### src/rtl/bfup_pkg.sv
// rtl/bfup_pkg.sv - shared constants and helpers for the brainfuck_uP port bridge
package bfup_pkg;

  localparam int BYTE_W = 8;
  localparam logic [BYTE_W-1:0] FIFO_RST_DATA = 8'h00;

  function automatic int clog2(input int value);
    int r;
    r = 0;
    while ((1 << r) < value) r++;
    return r;
  endfunction

endpackage

### src/rtl/bfup_byte_fifo.sv
// rtl/bfup_byte_fifo.sv - first-word-fall-through byte FIFO with internal full/empty guards
module bfup_byte_fifo
  import bfup_pkg::*;
#(
  parameter int DEPTH = 16
) (
  input  logic              clk,
  input  logic              rst_n,
  input  logic              push,
  input  logic [BYTE_W-1:0] push_data,
  input  logic              pop,
  output logic [BYTE_W-1:0] head,
  output logic              empty,
  output logic              full,
  output logic [clog2(DEPTH):0] count
);

  localparam int AW = clog2(DEPTH);
  localparam int CW = AW + 1;

  logic [BYTE_W-1:0] mem [DEPTH];
  logic [AW-1:0]     wrPtr;
  logic [AW-1:0]     rdPtr;
  logic [CW-1:0]     cnt;
  logic              popEff;
  logic              pushEff;

  assign empty   = (cnt == '0);
  assign full    = (cnt == CW'(DEPTH));
  assign popEff  = pop && !empty;
  // A pop in the same cycle frees the slot, so a full FIFO may still take a push.
  assign pushEff = push && (!full || popEff);
  assign count   = cnt;
  assign head    = empty ? FIFO_RST_DATA : mem[rdPtr];

  always_ff @(posedge clk or negedge rst_n) begin
    if (!rst_n) begin
      wrPtr <= '0;
      rdPtr <= '0;
      cnt   <= '0;
    end else begin
      if (pushEff) wrPtr <= wrPtr + AW'(1);
      if (popEff)  rdPtr <= rdPtr + AW'(1);
      cnt <= cnt + CW'(pushEff) - CW'(popEff);
    end
  end

  always_ff @(posedge clk) begin
    if (pushEff) mem[wrPtr] <= push_data;
  end

endmodule

### src/rtl/bfup_port_bridge.sv
// rtl/bfup_port_bridge.sv - CPU port responder bridging portRD/portWR to host rx/tx byte streams
// Optional sticky error flags and FIFO counts when BFUP_PORT_STATS_EN is defined.
module bfup_port_bridge
  import bfup_pkg::*;
#(
  parameter int IN_DEPTH  = 16,
  parameter int OUT_DEPTH = 16
) (
  input  logic              bfup_clk,
  input  logic              reset,
  input  logic              portRD,
  output logic [BYTE_W-1:0] inPort,
  output logic              incoming,
  input  logic              portWR,
  input  logic [BYTE_W-1:0] outPort,
  input  logic [BYTE_W-1:0] rx_data,
  input  logic              rx_valid,
  output logic              rx_ready,
  output logic [BYTE_W-1:0] tx_data,
  output logic              tx_valid,
  input  logic              tx_ready
`ifdef BFUP_PORT_STATS_EN
  ,
  input  logic              stat_clr,
  output logic              err_under,
  output logic              err_over,
  output logic [clog2(IN_DEPTH):0]  in_count,
  output logic [clog2(OUT_DEPTH):0] out_count
`endif
);

  logic rdQ;
  logic wrQ;
  logic rdAcc;
  logic wrAcc;
  logic inEmpty;
  logic inFull;
  logic outEmpty;
  logic outFull;
  logic txPop;
  logic rxPush;
  logic [clog2(IN_DEPTH):0]  inCount;
  logic [clog2(OUT_DEPTH):0] outCount;

  // One access per rising request level, regardless of how long the CPU holds it.
  always_ff @(posedge bfup_clk or negedge reset) begin
    if (!reset) begin
      rdQ <= 1'b0;
      wrQ <= 1'b0;
    end else begin
      rdQ <= portRD;
      wrQ <= portWR;
    end
  end

  assign rdAcc    = portRD && !rdQ;
  assign wrAcc    = portWR && !wrQ;
  assign rx_ready = !inFull;
  assign rxPush   = rx_valid && rx_ready;
  assign incoming = !inEmpty;
  assign tx_valid = !outEmpty;
  assign txPop    = tx_valid && tx_ready;

  bfup_byte_fifo #(.DEPTH(IN_DEPTH)) u_inFifo (
    .clk       (bfup_clk),
    .rst_n     (reset),
    .push      (rxPush),
    .push_data (rx_data),
    .pop       (rdAcc),
    .head      (inPort),
    .empty     (inEmpty),
    .full      (inFull),
    .count     (inCount)
  );

  bfup_byte_fifo #(.DEPTH(OUT_DEPTH)) u_outFifo (
    .clk       (bfup_clk),
    .rst_n     (reset),
    .push      (wrAcc),
    .push_data (outPort),
    .pop       (txPop),
    .head      (tx_data),
    .empty     (outEmpty),
    .full      (outFull),
    .count     (outCount)
  );

`ifdef BFUP_PORT_STATS_EN
  logic underflow;
  logic overflow;
  logic errUnderQ;
  logic errOverQ;

  assign underflow = rdAcc && inEmpty;
  assign overflow  = wrAcc && outFull && !txPop;

  // A new event in the clear cycle keeps the flag set.
  always_ff @(posedge bfup_clk or negedge reset) begin
    if (!reset) begin
      errUnderQ <= 1'b0;
      errOverQ  <= 1'b0;
    end else begin
      if (underflow)     errUnderQ <= 1'b1;
      else if (stat_clr) errUnderQ <= 1'b0;
      if (overflow)      errOverQ  <= 1'b1;
      else if (stat_clr) errOverQ  <= 1'b0;
    end
  end

  assign err_under = errUnderQ;
  assign err_over  = errOverQ;
  assign in_count  = inCount;
  assign out_count = outCount;
`else
  logic unusedStats;
  assign unusedStats = &{1'b0, outFull, inCount, outCount};
`endif

endmodule

### config.mk
export PLATFORM = sky130hd
export DESIGN_NAME = bfup_port_bridge
export DESIGN_NICKNAME = d
export VERILOG_FILES = /design/src/rtl/bfup_pkg.sv /design/src/rtl/bfup_byte_fifo.sv /design/src/rtl/bfup_port_bridge.sv
export SDC_FILE = /design/constraint.sdc
export NUM_CORES = 1
export LEC_CHECK = 0
export BUFFER_PORTS_ARGS = -buffer_cell sky130_fd_sc_hd__buf_2
export CORE_MARGIN = 2
export CORE_UTILIZATION = 61
export CTS_BUF_LIST = sky130_fd_sc_hd__clkbuf_16
export CTS_CLUSTER_DIAMETER = 50
export DETAILED_ROUTE_END_ITERATION = 8
export GPL_ROUTABILITY_DRIVEN = 0
export PLACE_DENSITY = 0.79
export SYNTH_ARGS = -nofsm -noshare
export SYNTH_HDL_FRONTEND = slang
export SYNTH_SLANG_ARGS = --single-unit
### constraint.sdc
create_clock -name bfup_clk -period 3.25 [get_ports bfup_clk]
set_clock_uncertainty 0.15 [all_clocks]
set_input_delay 0.1625 -clock bfup_clk [delete_from_list [all_inputs] [get_ports bfup_clk]]
set_output_delay 0.1625 -clock bfup_clk [all_outputs]
set_load 0.005 [all_outputs]
; Word level (Yosys, flattened, before mapping)
; Memory sizes are Yosys's and may differ from the RTL's.
; Index checks and enable logic that the tools add are counted.
[word_totals]
regBits = 28
latchBits = 0
mem_bits_rw = 256
romBits = 0
output_inout_bits = 19
word_cells = 44
memories = 2
[mem_list]
columns = memory, depth, width, read_ports, rd_ports_with_merged_regs, write_ports, line
row1 = u_inFifo.mem, 16, 8, 1, 0, 1, bfup_byte_fifo.sv:21  ; logic [BYTE_W-1:0] mem [DEPTH];
row2 = u_outFifo.mem, 16, 8, 1, 0, 1, bfup_byte_fifo.sv:21
[op_classes]
add_sub_neg = 8
n_mul = 0
n_div = 0
order_cmp = 0
eq_ne = 2
n_shift = 0
n_mux = 6
bitwise_logic = 0
reduce_logical = 18
[ops]
columns = operator, n
row1 = adder 4 x 1 -> 4 bit (second input constant), 4
row2 = 2-to-1 mux 8 bit, 2
row3 = adder 5 x 1 -> 5 bit, 2
row4 = == test 5 bit (second input constant), 2
row5 = zero test 5 bit, 2
row6 = subtractor 5 x 1 -> 5 bit, 2
row7 = logical AND 1 bit, 8
row8 = zero test 1 bit, 6
row9 = 2-to-1 mux 1 bit, 4
row10 = logical OR 1 bit, 2

; Longest topological paths before layout
; Gate-level depths: netlist (run 1).
[logic_depth]
ltp_word = 8
ltp_mapped = 14

; Hierarchy
; From an unflattened synthesis (run 1), not the netlist that was laid out.
[hier_totals]
cells_unflattened = 587
area_unflattened_um2 = 11717.5
[by_module_without_submodules]
columns = module, instances, cells_each, area_per_inst_um2
row1 = bfup_byte_fifo at u_inFifo, 1, 289, 5821.8
row2 = bfup_byte_fifo at u_outFifo, 1, 289, 5794.3
row3 = bfup_port_bridge, 1, 9, 101.3

; Worst setup path after synthesis (run 1)
; No wires, ideal clock.
[synth_timing]
path_type = register to register
start = register u_outFifo.cnt[3], in the netlist u_outFifo.count[3]
end = register u_outFifo.cnt[4], in the netlist u_outFifo.count[4]
t_arrival_ns = 2.568
slack_ns = 0.452
stages_incl_launch_ff = 15
path_cell_list = dfrtp_1 -> inv_1 -> ha_1 -> nor4b_4 -> nor2b_1 -> clkbuf_1 -> ha_1 -> inv_1 -> ha_1 -> inv_1 -> fa_1 -> inv_1 -> a21oi_1 -> o21bai_1 -> xnor2_1
[synth_via]
elab_chain_cells = 8
elab_cells_between_ends = 10
classes_between = 2 x add/sub / 1 x eq/ne / 7 x reduce/logical
[synth_lines]
columns = element, line
row1 = start: declaration, bfup_byte_fifo.sv:24  ; logic [CW-1:0] cnt;
row2 = start signal: assignment, bfup_byte_fifo.sv:44  ; cnt <= cnt + CW'(pushEff) - CW'(popEff);
row3 = zero test 5 bit (*), bfup_byte_fifo.sv:28  ; assign empty = (cnt == '0);
row4 = zero test 1 bit (*), "bfup_byte_fifo.sv:30, bfup_port_bridge.sv:61"
row5 = logical AND 1 bit, bfup_port_bridge.sv:62  ; assign txPop = tx_valid && tx_ready;
row6 = logical AND 1 bit (*), bfup_byte_fifo.sv:30  ; assign popEff = pop && !empty;
row7 = via u_outFifo.popEff, bfup_byte_fifo.sv:25  ; logic popEff;
row8 = logical OR 1 bit, bfup_byte_fifo.sv:32  ; assign pushEff = push && (!full || popEff);
row9 = logical AND 1 bit, bfup_byte_fifo.sv:32
row10 = adder 5 x 1 -> 5 bit, bfup_byte_fifo.sv:44
row11 = subtractor 5 x 1 -> 5 bit (*), bfup_byte_fifo.sv:44
; Mark *: on every way through the listed nets, which the timed path passes. The rest lies on a longest branch.
; A chain may end at the register's enable or synchronous reset.

; Worst setup path after layout (run 1)
[layout_timing]
start = register u_outFifo.rdPtr[0]
end = output port tx_data[7]
[layout_via]
elab_chain_cells = 2
[layout_lines]
columns = element, line
row1 = start: declaration, bfup_byte_fifo.sv:23  ; logic [AW-1:0] rdPtr;
row2 = start signal: assignment, bfup_byte_fifo.sv:43  ; if (popEff) rdPtr <= rdPtr + AW'(1);
row3 = memory read (16 x 8 bit), -
row4 = 2-to-1 mux 8 bit, bfup_byte_fifo.sv:34  ; assign head = empty ? FIFO_RST_DATA : mem[rdPtr];
row5 = end: declaration, bfup_port_bridge.sv:19  ; output logic [BYTE_W-1:0] tx_data,
; Every way passes these cells.

==> metrics.cfg, run 1 <==
[logic_synthesis]
synth_top_family_by_area=multiplexers
synth-seq-cells=284
syn-num-nets=625
synth_compound_area_share_pct=2.67
syn_inst=580
synth.distinct_cells=39
seq_area_frac_synth_pct=72.8
synth_mux_area_share_pct=14.5
synthAdderAreaFrac_pct=2.63
synth_simple_gate_area_share_pct=3.57
synthXorXnorAreaFrac_pct=1.60
netlist_area_mm2=0.0115
yosys_warnings=0
postSynthAreaPerCell_um2=19.9

[place]
dp_hpwl_um=13400
dp_slack_ps=448
dpl.cell_count=859
dpl_cell_area_mm2=0.0121
io_buffers=40

[finish]
instances_no_fill=930
n_antenna_cell=0
final_layout_size_suffix_gt1_share_pct=24.7
layout_commonest_cell=edfxtp_1
design_area_mm2=0.0132
regArea_mm2=0.00839
finish.net_count=722
multi_input_area_mm2=0.00288
areaGrowthSynthToFinish_pct=14.5
fill_cells=1086
final_cell_mix=edfxtp_1, mux4_2, buf_2

[flow_run]
drv_cap=0

[drt]
wl_per_cell_um=22.5
totalWireLength_um=20900
remaining_drc_errors=0
ant_nets=0
drtIter0Drc=419
vias=5613
first_pass_iters=4
via_per_inst=6.04

[grt]
grt.total_usage_pct=21.9
grt_use_met2_pct=39.4
met1_usage_pct=28.6
grt_max_degree=32
grt_pass1_vias=6008
top_usage_layer=met2
grt_pass1_wl_um=33200
overflow=0
antenna_found_initial=0
gr-usage-met3_pct=3.17

[cts]
clk_latency_ps=530
post_cts_resized=0
cts_root_buffer=clkbuf_16
clockBufferDepth=3
cts_max_level=1
path_clk_slew_ps=60
cts_tree=yes
numCtsBuffers=29
clock_sinks=284

[sta]
fin_crit_sh_pct=88.4
setup_tns_ps=0
setup_ws_ps=376
max_freq_mhz=348
rsz0062_at_grt=false
slew-limit-headroom_pct=43.0
setup_violations=0
finalCriticalPeriod_ps=2870
tightest_slew_ps=852
slew_viol_final=0
finalHoldViolations=0

[outcome]
outcome=completed

[critical_path]
critPathMaxFanout=10
cp.required_ps=2940
worstSetupStartpointType=register
crit_path_end_kind=output pin
critical_path_class=register to output pin
worstPathArrival_ps=2560

[die]
start_util_pct=61.8
core_area_mm2=0.0186
pin_count=41
dieArea_mm2=0.0200
die_h_um=141
rows=50
die_x_um=141

[hold_path]
hp-class=input port to async pin

[pwr]
p_comb_share_pct=29.7
p_per_area_mw_per_mm2=840
clkPwrFrac_pct=27.3
p_seq_share_pct=43.0
internal_power_mw=7.82
p_sw_share_pct=29.5
leakagePower_nw=4.62
p_sw_mw=3.27
ir_drop_uv=717

## path summary, 6_finish.rpt
check,start,to,slack [ps],depth (start not counted)
min in group bfup_clk,portWR,wrQ$_DFF_PN0_,150,2
min,reset,u_outFifo.wrPtr[3]$_DFFE_PN0P_,140,2
max in group asynchronous,reset,u_inFifo.rdPtr[0]$_DFFE_PN0P_,2350,2
max reg2reg,u_outFifo.count[2]$_DFF_PN0_,u_outFifo.count[4]$_DFF_PN0_,460,14
min reg2reg,u_inFifo.rdPtr[2]$_DFFE_PN0P_,u_inFifo.rdPtr[2]$_DFFE_PN0P_,400,1
max,u_outFifo.rdPtr[0]$_DFFE_PN0P_,tx_data[7],380,5
## registers in the layout, indices dropped and copies added (netlist names)
signal           count
u_inFifo.rdPtr       4
u_outFifo.count      5
u_outFifo.wrPtr      4
u_outFifo.mem      128
u_inFifo.mem       128
u_inFifo.count       5
u_inFifo.wrPtr       4
wrQ                  1
rdQ                  1
u_outFifo.rdPtr      4
## cell usage after synthesis, drive strengths merged
| cell type | instances | area [um2] |
|---|---|---|
| nand4bb | 1 | 11.3 |
| or2 | 1 | 6.26 |
| and3b | 1 | 8.76 |
| dfrtp | 28 | 701 |
| a21o | 2 | 15.0 |
| nand2b | 4 | 25.0 |
| nor3b | 2 | 25.0 |
| a21oi | 4 | 20.0 |
| a41oi | 1 | 27.5 |
| clkbuf | 8 | 30.0 |
| a22oi | 8 | 60.1 |
| o21ai | 10 | 50.1 |
| nand3 | 1 | 5.00 |
| nor4b | 2 | 38.8 |
| ha | 21 | 263 |
| xor2 | 7 | 61.3 |
| mux4 | 64 | 1490 |
| xnor2 | 14 | 123 |
| o21bai | 2 | 15.0 |
| inv | 26 | 97.6 |
| mux2 | 2 | 22.5 |
| buf | 20 | 139 |
| and2 | 5 | 31.3 |
| nor3 | 8 | 40.0 |
| mux2i | 16 | 160 |
| edfxtp | 256 | 7690 |
| nor2 | 21 | 78.8 |
| or3b | 1 | 8.76 |
| a211oi | 16 | 120 |
| fa | 2 | 40.0 |
| nand4 | 4 | 25.0 |
| nor2b | 10 | 62.6 |
| nand2 | 12 | 45.0 |
## power by group through the flow
stage	Sequential [mW]	Combinational [mW]	Clock (mW)
after detailed placement	4.84	3.29	0
after floorplan	4.62	2.54	0
after CTS	4.77	3.34	3.07
after global placement	4.80	3.18	0
after global routing	4.82	3.62	3.22
final	4.77	3.30	3.02
## per-layer routing
metal  vias to the layer above  part of all wire, %
met5                         -                    0
met1                      2884                   39
li1                       2504                    -
met2                       190                   54
met3                        35                  5.4
met4                         0                  1.9
## kinds of logic after synthesis
group / after synthesis
AO/OA/AOI/OAI: 43
XOR/XNOR: 21
adder cells (fa/ha/maj): 23
buffers and inverters: 54
flip-flops: 284
multiplexers: 82
AND/OR/NAND/NOR: 73
## worst max-delay path, cell delays in order (launching register included)
cell      delay (ps)
dfrtp_1          680
buf_4            340
mux4_2           570
mux2i_1          160
a211oi_1         110
buf_2            190
## area by class of cell
| cell class | count | area share (%) |
|---|---|---|
| timing repair buffer | 94 | 5.08 |
| clock inverter | 21 | 1.12 |
| sequential | 284 | 63.6 |
| multi-input combinational | 242 | 21.8 |
| tap | 234 | 2.22 |
| inverter | 26 | 0.739 |
| clock buffer | 29 | 5.50 |
## per-stage QoR
| stage | total power [mW] | hold WS (ps) | util (%) |
|---|---|---|---|
| 6_report | 11.1 | 141 | 70.8 |
| 5_1_grt | 11.7 | 156 | 70.8 |
| 4_1_cts | 11.2 | 102 | 70.8 |
| 3_5_place_dp | 8.13 | 84.2 | 65.0 |
| 3_3_place_gp | 7.98 | 67.9 | 65.0 |
| 2_1_floorplan | 7.16 | -283 | - |
## timing repair
item	CTS	global route
hold buffers	21	0
hold endpoints to repair	294	0
buffers inserted	0	0
No activity file was read; power rests on OpenSTA's default activity.
==> run 2: changes to the inputs <==
--- a/config.mk
+++ b/config.mk
@@ -6,6 +6,7 @@
 export NUM_CORES = 1
 export LEC_CHECK = 0
 export BUFFER_PORTS_ARGS = -buffer_cell sky130_fd_sc_hd__buf_2
+export CORE_ASPECT_RATIO = 1.4
 export CORE_MARGIN = 2
 export CORE_UTILIZATION = 61
 export CTS_BUF_LIST = sky130_fd_sc_hd__clkbuf_16
==> run 2 against run 1 <==
Net effect: first-iteration DRC count fell by 6.2%; core utilization fell by 0.092 points; non-clock buffer count is 2 higher; combinational power about the same; final cell count rose by 0.65%; via count rose by 1.4%; critical path type unchanged; highest routed layer unchanged.
==> metrics.cfg, run 2 (same netlist as run 1, synthesis figures left out) <==
[critical_path]
critPathSlowestCell=dfrtp_1
worstSetupStartpointType=register
endpoint=tx_data[4]
worstPathArrival_ps=2670
reg2reg_to=u_outFifo.count[4]$_DFF_PN0_
critPathMostFrequentCell=a211oi_1
critPathMaxFanout=13
r2r_start=u_outFifo.count[2]$_DFF_PN0_
rrSetupSlack_ps=340
crit_path_end_kind=output pin
critical_path_class=register to output pin
r2r_cells=14
cp_slowest_stage_delay_ps=730
cp.required_ps=2940
startpoint=u_outFifo.rdPtr[3]$_DFFE_PN0P_
crit_chain=buf_4 -> mux4_2 -> nor2b_1 -> a211oi_1 -> a211oi_1 -> buf_2

[sta]
hold_ws_ps=9.64
tightest_slew_ps=961
finalCriticalPeriod_ps=2980
max_freq_mhz=335
setup_violations=0
slew-limit-headroom_pct=35.7
finalHoldViolations=0
slew_viol_final=0
rsz0062_at_grt=false
setup_tns_ps=0
fin_crit_sh_pct=91.8

[finish]
layout_commonest_cell=edfxtp_1
n_antenna_cell=0
final_layout_size_suffix_gt1_share_pct=24.6
final_cell_mix=edfxtp_1, mux4_2, buf_2
design_area_mm2=0.0131
reg_top3=u_inFifo.mem (128), u_outFifo.mem (128)
finish.net_count=720
areaGrowthSynthToFinish_pct=13.6

[drt]
vias=5694
drtIter0Drc=393
totalWireLength_um=22600
wl_per_cell_um=24.2
via_per_inst=6.08
first_pass_iters=4
ant_nets=0
remaining_drc_errors=0

[grt]
grt_pass1_wl_um=34900
antenna_found_initial=0
grt_pass1_vias=6234
grt.total_usage_pct=23.5
grt_max_degree=34
overflow=0

[cts]
clk_latency_ps=510
numCtsBuffers=25
cts_root_buffer=clkbuf_16
postCtsSetupBuffers=0
clock_sinks=284
post_cts_resized=0
cts_tree=yes
cts-hold-fix-buffers=20
path_clk_slew_ps=60
cts_max_level=1
clockBufferDepth=3

[pwr]
ir_drop_uv=650
p_sw_mw=3.28
leakagePower_nw=4.56
clkPwrFrac_pct=25.3
internal_power_mw=7.59
p_comb_share_pct=30.2
p_per_area_mw_per_mm2=830
power_mw=10.9
p_sw_share_pct=30.2
p_seq_share_pct=44.5

[die]
start_util_pct=62.2
core_area_mm2=0.0185
die_h_um=167
dieArea_mm2=0.0200
rows=59
die_x_um=120
pin_count=41

[place]
dpl_cell_area_mm2=0.0121
dp_hpwl_um=14500
io_buffers=40

[hold_path]
hp-class=input port to register

[flow_run]
drv_cap=0

[outcome]
outcome=completed

[run 2: worst max-delay path, delay by kind of cell (launching register included)]
kind | cells | cell delay [ps]
buffers and inverters | 2 | 430
multiplexers | 1 | 300
AND/OR/NAND/NOR | 1 | 150
flip-flops | 1 | 730
AO/OA/AOI/OAI | 2 | 560
[run 2: metal layers]
metal  GRT usage [%]  up-vias  wire length (um)
li1                -     2495                 -
met1            25.9     2936              7650
met2            45.3      208             13100
met3            3.01       55              1040
met4            8.75        0               790
met5               0        -                 0
[run 2: cell type report]
type                    count  area [um2]
flip-flops and latches    284        8390
fillers                  1087        5430
clock inverters            19         138
well taps                 244         305
clock buffers              25         626
inverters                  26        97.6
repair buffers             96         671
multi-input cells         242        2880
[run 2: metrics by stage]
stage / worst slack (ps) / instances / utilization (%)
after global placement: 585 / 872 / 65.5
after floorplan: 452 / 580 / -
after global routing: 131 / 936 / 70.7
after CTS: 249 / 936 / 70.7
after detailed placement: 429 / 872 / 65.5
final: 266 / 936 / 70.7
[run 2: worst min-delay path by stage]
stage / start / to / depth (start not counted)
global route: rx_valid / u_inFifo.wrPtr[0]$_DFFE_PN0P_ / 3
detailed placement: reset / u_outFifo.wrPtr[0]$_DFFE_PN0P_ / 1
finish: rx_valid / u_inFifo.wrPtr[0]$_DFFE_PN0P_ / 3
CTS: rx_valid / u_inFifo.wrPtr[0]$_DFFE_PN0P_ / 3
global placement: reset / u_outFifo.wrPtr[1]$_DFFE_PN0P_ / 1
floorplan: reset / rdQ$_DFF_PN0_ / 0
[run 2: power groups by stage]
stage	registers, mW	clock network, mW	logic (mW)
2_1_floorplan	4.62	0	2.54
3_5_place_dp	4.91	0	3.24
6_report	4.84	2.75	3.28
4_1_cts	4.84	2.80	3.32
3_3_place_gp	4.87	0	3.12
5_1_grt	4.89	2.92	3.58
==> run 3: changes to the inputs <==
--- a/config.mk
+++ b/config.mk
@@ -13,6 +13,7 @@
 export CTS_CLUSTER_DIAMETER = 50
 export DETAILED_ROUTE_END_ITERATION = 8
 export GPL_ROUTABILITY_DRIVEN = 0
+export GPL_TIMING_DRIVEN = 0
 export PLACE_DENSITY = 0.79
 export SYNTH_ARGS = -nofsm -noshare
 export SYNTH_HDL_FRONTEND = slang
==> run 3 against run 2 <==
Net effect: hold slack improved by 110 ps; sequential share of layout area fell by 0.13 points; global-route usage rose by 0.22 points; sequential cell count did not move; combinational power rose by 9.8%; core utilization rose by 0.13 points; design area rose by 0.18%; critical path depth did not move; sequential power fell by 4.5%; largest cell class unchanged.
==> metrics.cfg, run 3 (same netlist as run 1, synthesis figures left out) <==
[die]
start_util_pct=62.2
die_x_um=120
core_area_mm2=0.0185
pin_count=41
die_h_um=167
dieArea_mm2=0.0200
rows=59

[cts]
cts_root_buffer=clkbuf_16
clock_sinks=284
path_clk_slew_ps=70
cts_tree=yes
clockBufferDepth=3
clk_latency_ps=520
cts_max_level=1
numCtsBuffers=25

[drt]
totalWireLength_um=22700
first_pass_iters=5
drtIter0Drc=397
via_per_inst=6.08
ant_nets=0
vias=5651
wl_per_cell_um=24.5
remaining_drc_errors=0

[critical_path]
crit_chain=buf_6 -> buf_12 -> mux4_1 -> a211oi_1 -> a211oi_1 -> buf_2
worstSetupStartpointType=register
crit_path_end_kind=output pin
cp_slowest_stage_delay_ps=600
r2r_cells=7
critPathMostFrequentCell=a211oi_1
worstPathArrival_ps=2690
reg2reg_to=u_inFifo.mem[3][4]$_DFFE_PP_
cp_top_family=compound AO/OA/AOI/OAI gates
critPathSlowestCell=mux4_1
rrSetupSlack_ps=370
critPathMaxFanout=10
critical_path_class=register to output pin
r2r_start=u_inFifo.count[2]$_DFF_PN0_
cp_num_buf_inv=3
cp.required_ps=2940

[outcome]
outcome=completed

[sta]
setup_violations=0
rsz0062_at_grt=false
finalCriticalPeriod_ps=3010
max_freq_mhz=333
slew_viol_final=0
finalHoldViolations=0
fin_crit_sh_pct=92.5
setup_tns_ps=0
setup_ws_ps=244
tightest_slew_ps=1280
slew-limit-headroom_pct=14.2

[finish]
reg_top3=u_inFifo.mem (128), u_outFifo.mem (128)
final_layout_size_suffix_gt1_share_pct=22.9
final_cell_mix=edfxtp_1, mux4_2, buf_2
n_antenna_cell=0
final_core_util_pct=70.8
design_area_mm2=0.0131
areaGrowthSynthToFinish_pct=13.8
finish.net_count=713
layout_commonest_cell=edfxtp_1

[grt]
grt_pass1_wl_um=35000
grt.total_usage_pct=23.7
grt_pass1_vias=6016
antenna_found_initial=0
grt_max_degree=29
overflow=0

[hold_path]
hold_end=u_outFifo.rdPtr[0]$_DFFE_PN0P_
hp-class=input port to register
holdCritStartpoint=tx_ready
min_path_cells=4

[pwr]
ir_drop_uv=666
p_per_area_mw_per_mm2=863
leakagePower_nw=4.53
power_mw=11.3

[flow_run]
drv_cap=0

[place]
dp_slack_ps=2.06
dpl_cell_area_mm2=0.0120
dp_hpwl_um=15000
io_buffers=40

## run 3: metrics by stage
step | std cells | hold WS [ps]
floorplan | 580 | -283
global placement | 864 | 79.6
detailed placement | 864 | 104
CTS | 930 | 104
global route | 930 | 144
finish | 930 | 124
## run 3: power breakdown
group          internal, mW  switching, mW  total (mW)
sequential             4.41          0.206        4.62
clock                  1.88           1.24        3.12
combinational          1.67           1.93        3.60
## run 3: cell type report
type	instances	area [um2]
flip-flops and latches	284	8390
fillers	1081	5400
multi-input cells	242	2880
clock buffers	25	626
repair buffers	61	408
well taps	244	305
clock inverters	20	248
plain buffers	28	169
inverters	26	97.6
## run 3: per-layer routing
metal,track usage (%),wire length [um],vias up
met4,8.75,790,0
met1,29.4,8410,2903
met2,42.5,12500,204
li1,-,-,2496
met5,0,0,-
met3,3.05,1060,48
## run 3: worst max-delay path by stage
stage                                              start                            to  cells after the start
after floorplan             u_outFifo.count[3]$_DFF_PN0_  u_outFifo.count[4]$_DFF_PN0_                     14
final                     u_outFifo.rdPtr[1]$_DFFE_PN0P_                    tx_data[3]                      6
after global placement      u_outFifo.count[3]$_DFF_PN0_  u_outFifo.count[4]$_DFF_PN0_                     14
after detailed placement    u_outFifo.count[3]$_DFF_PN0_  u_outFifo.count[4]$_DFF_PN0_                     14
after global routing       u_inFifo.rdPtr[1]$_DFFE_PN0P_                     inPort[3]                      6
after CTS                    u_inFifo.count[3]$_DFF_PN0_                     inPort[0]                      7
## run 3: worst reg2reg max path, stage by stage (launching register included)
cell and delay, ps:
dfrtp_1 360, inv_1 60, ha_1 210, nand4bb_1 120, and2_1 150, buf_2 200
nand2_1 230, nor3_1 1000
## run 3: repair_timing
action	4_1_cts	5_1_grt
hold buffers	20	0
setup buffers	1	0
pin swaps	0	0
setup endpoints to repair	1	2
resized for setup	0	1
endpoints found under the hold margin	290	0
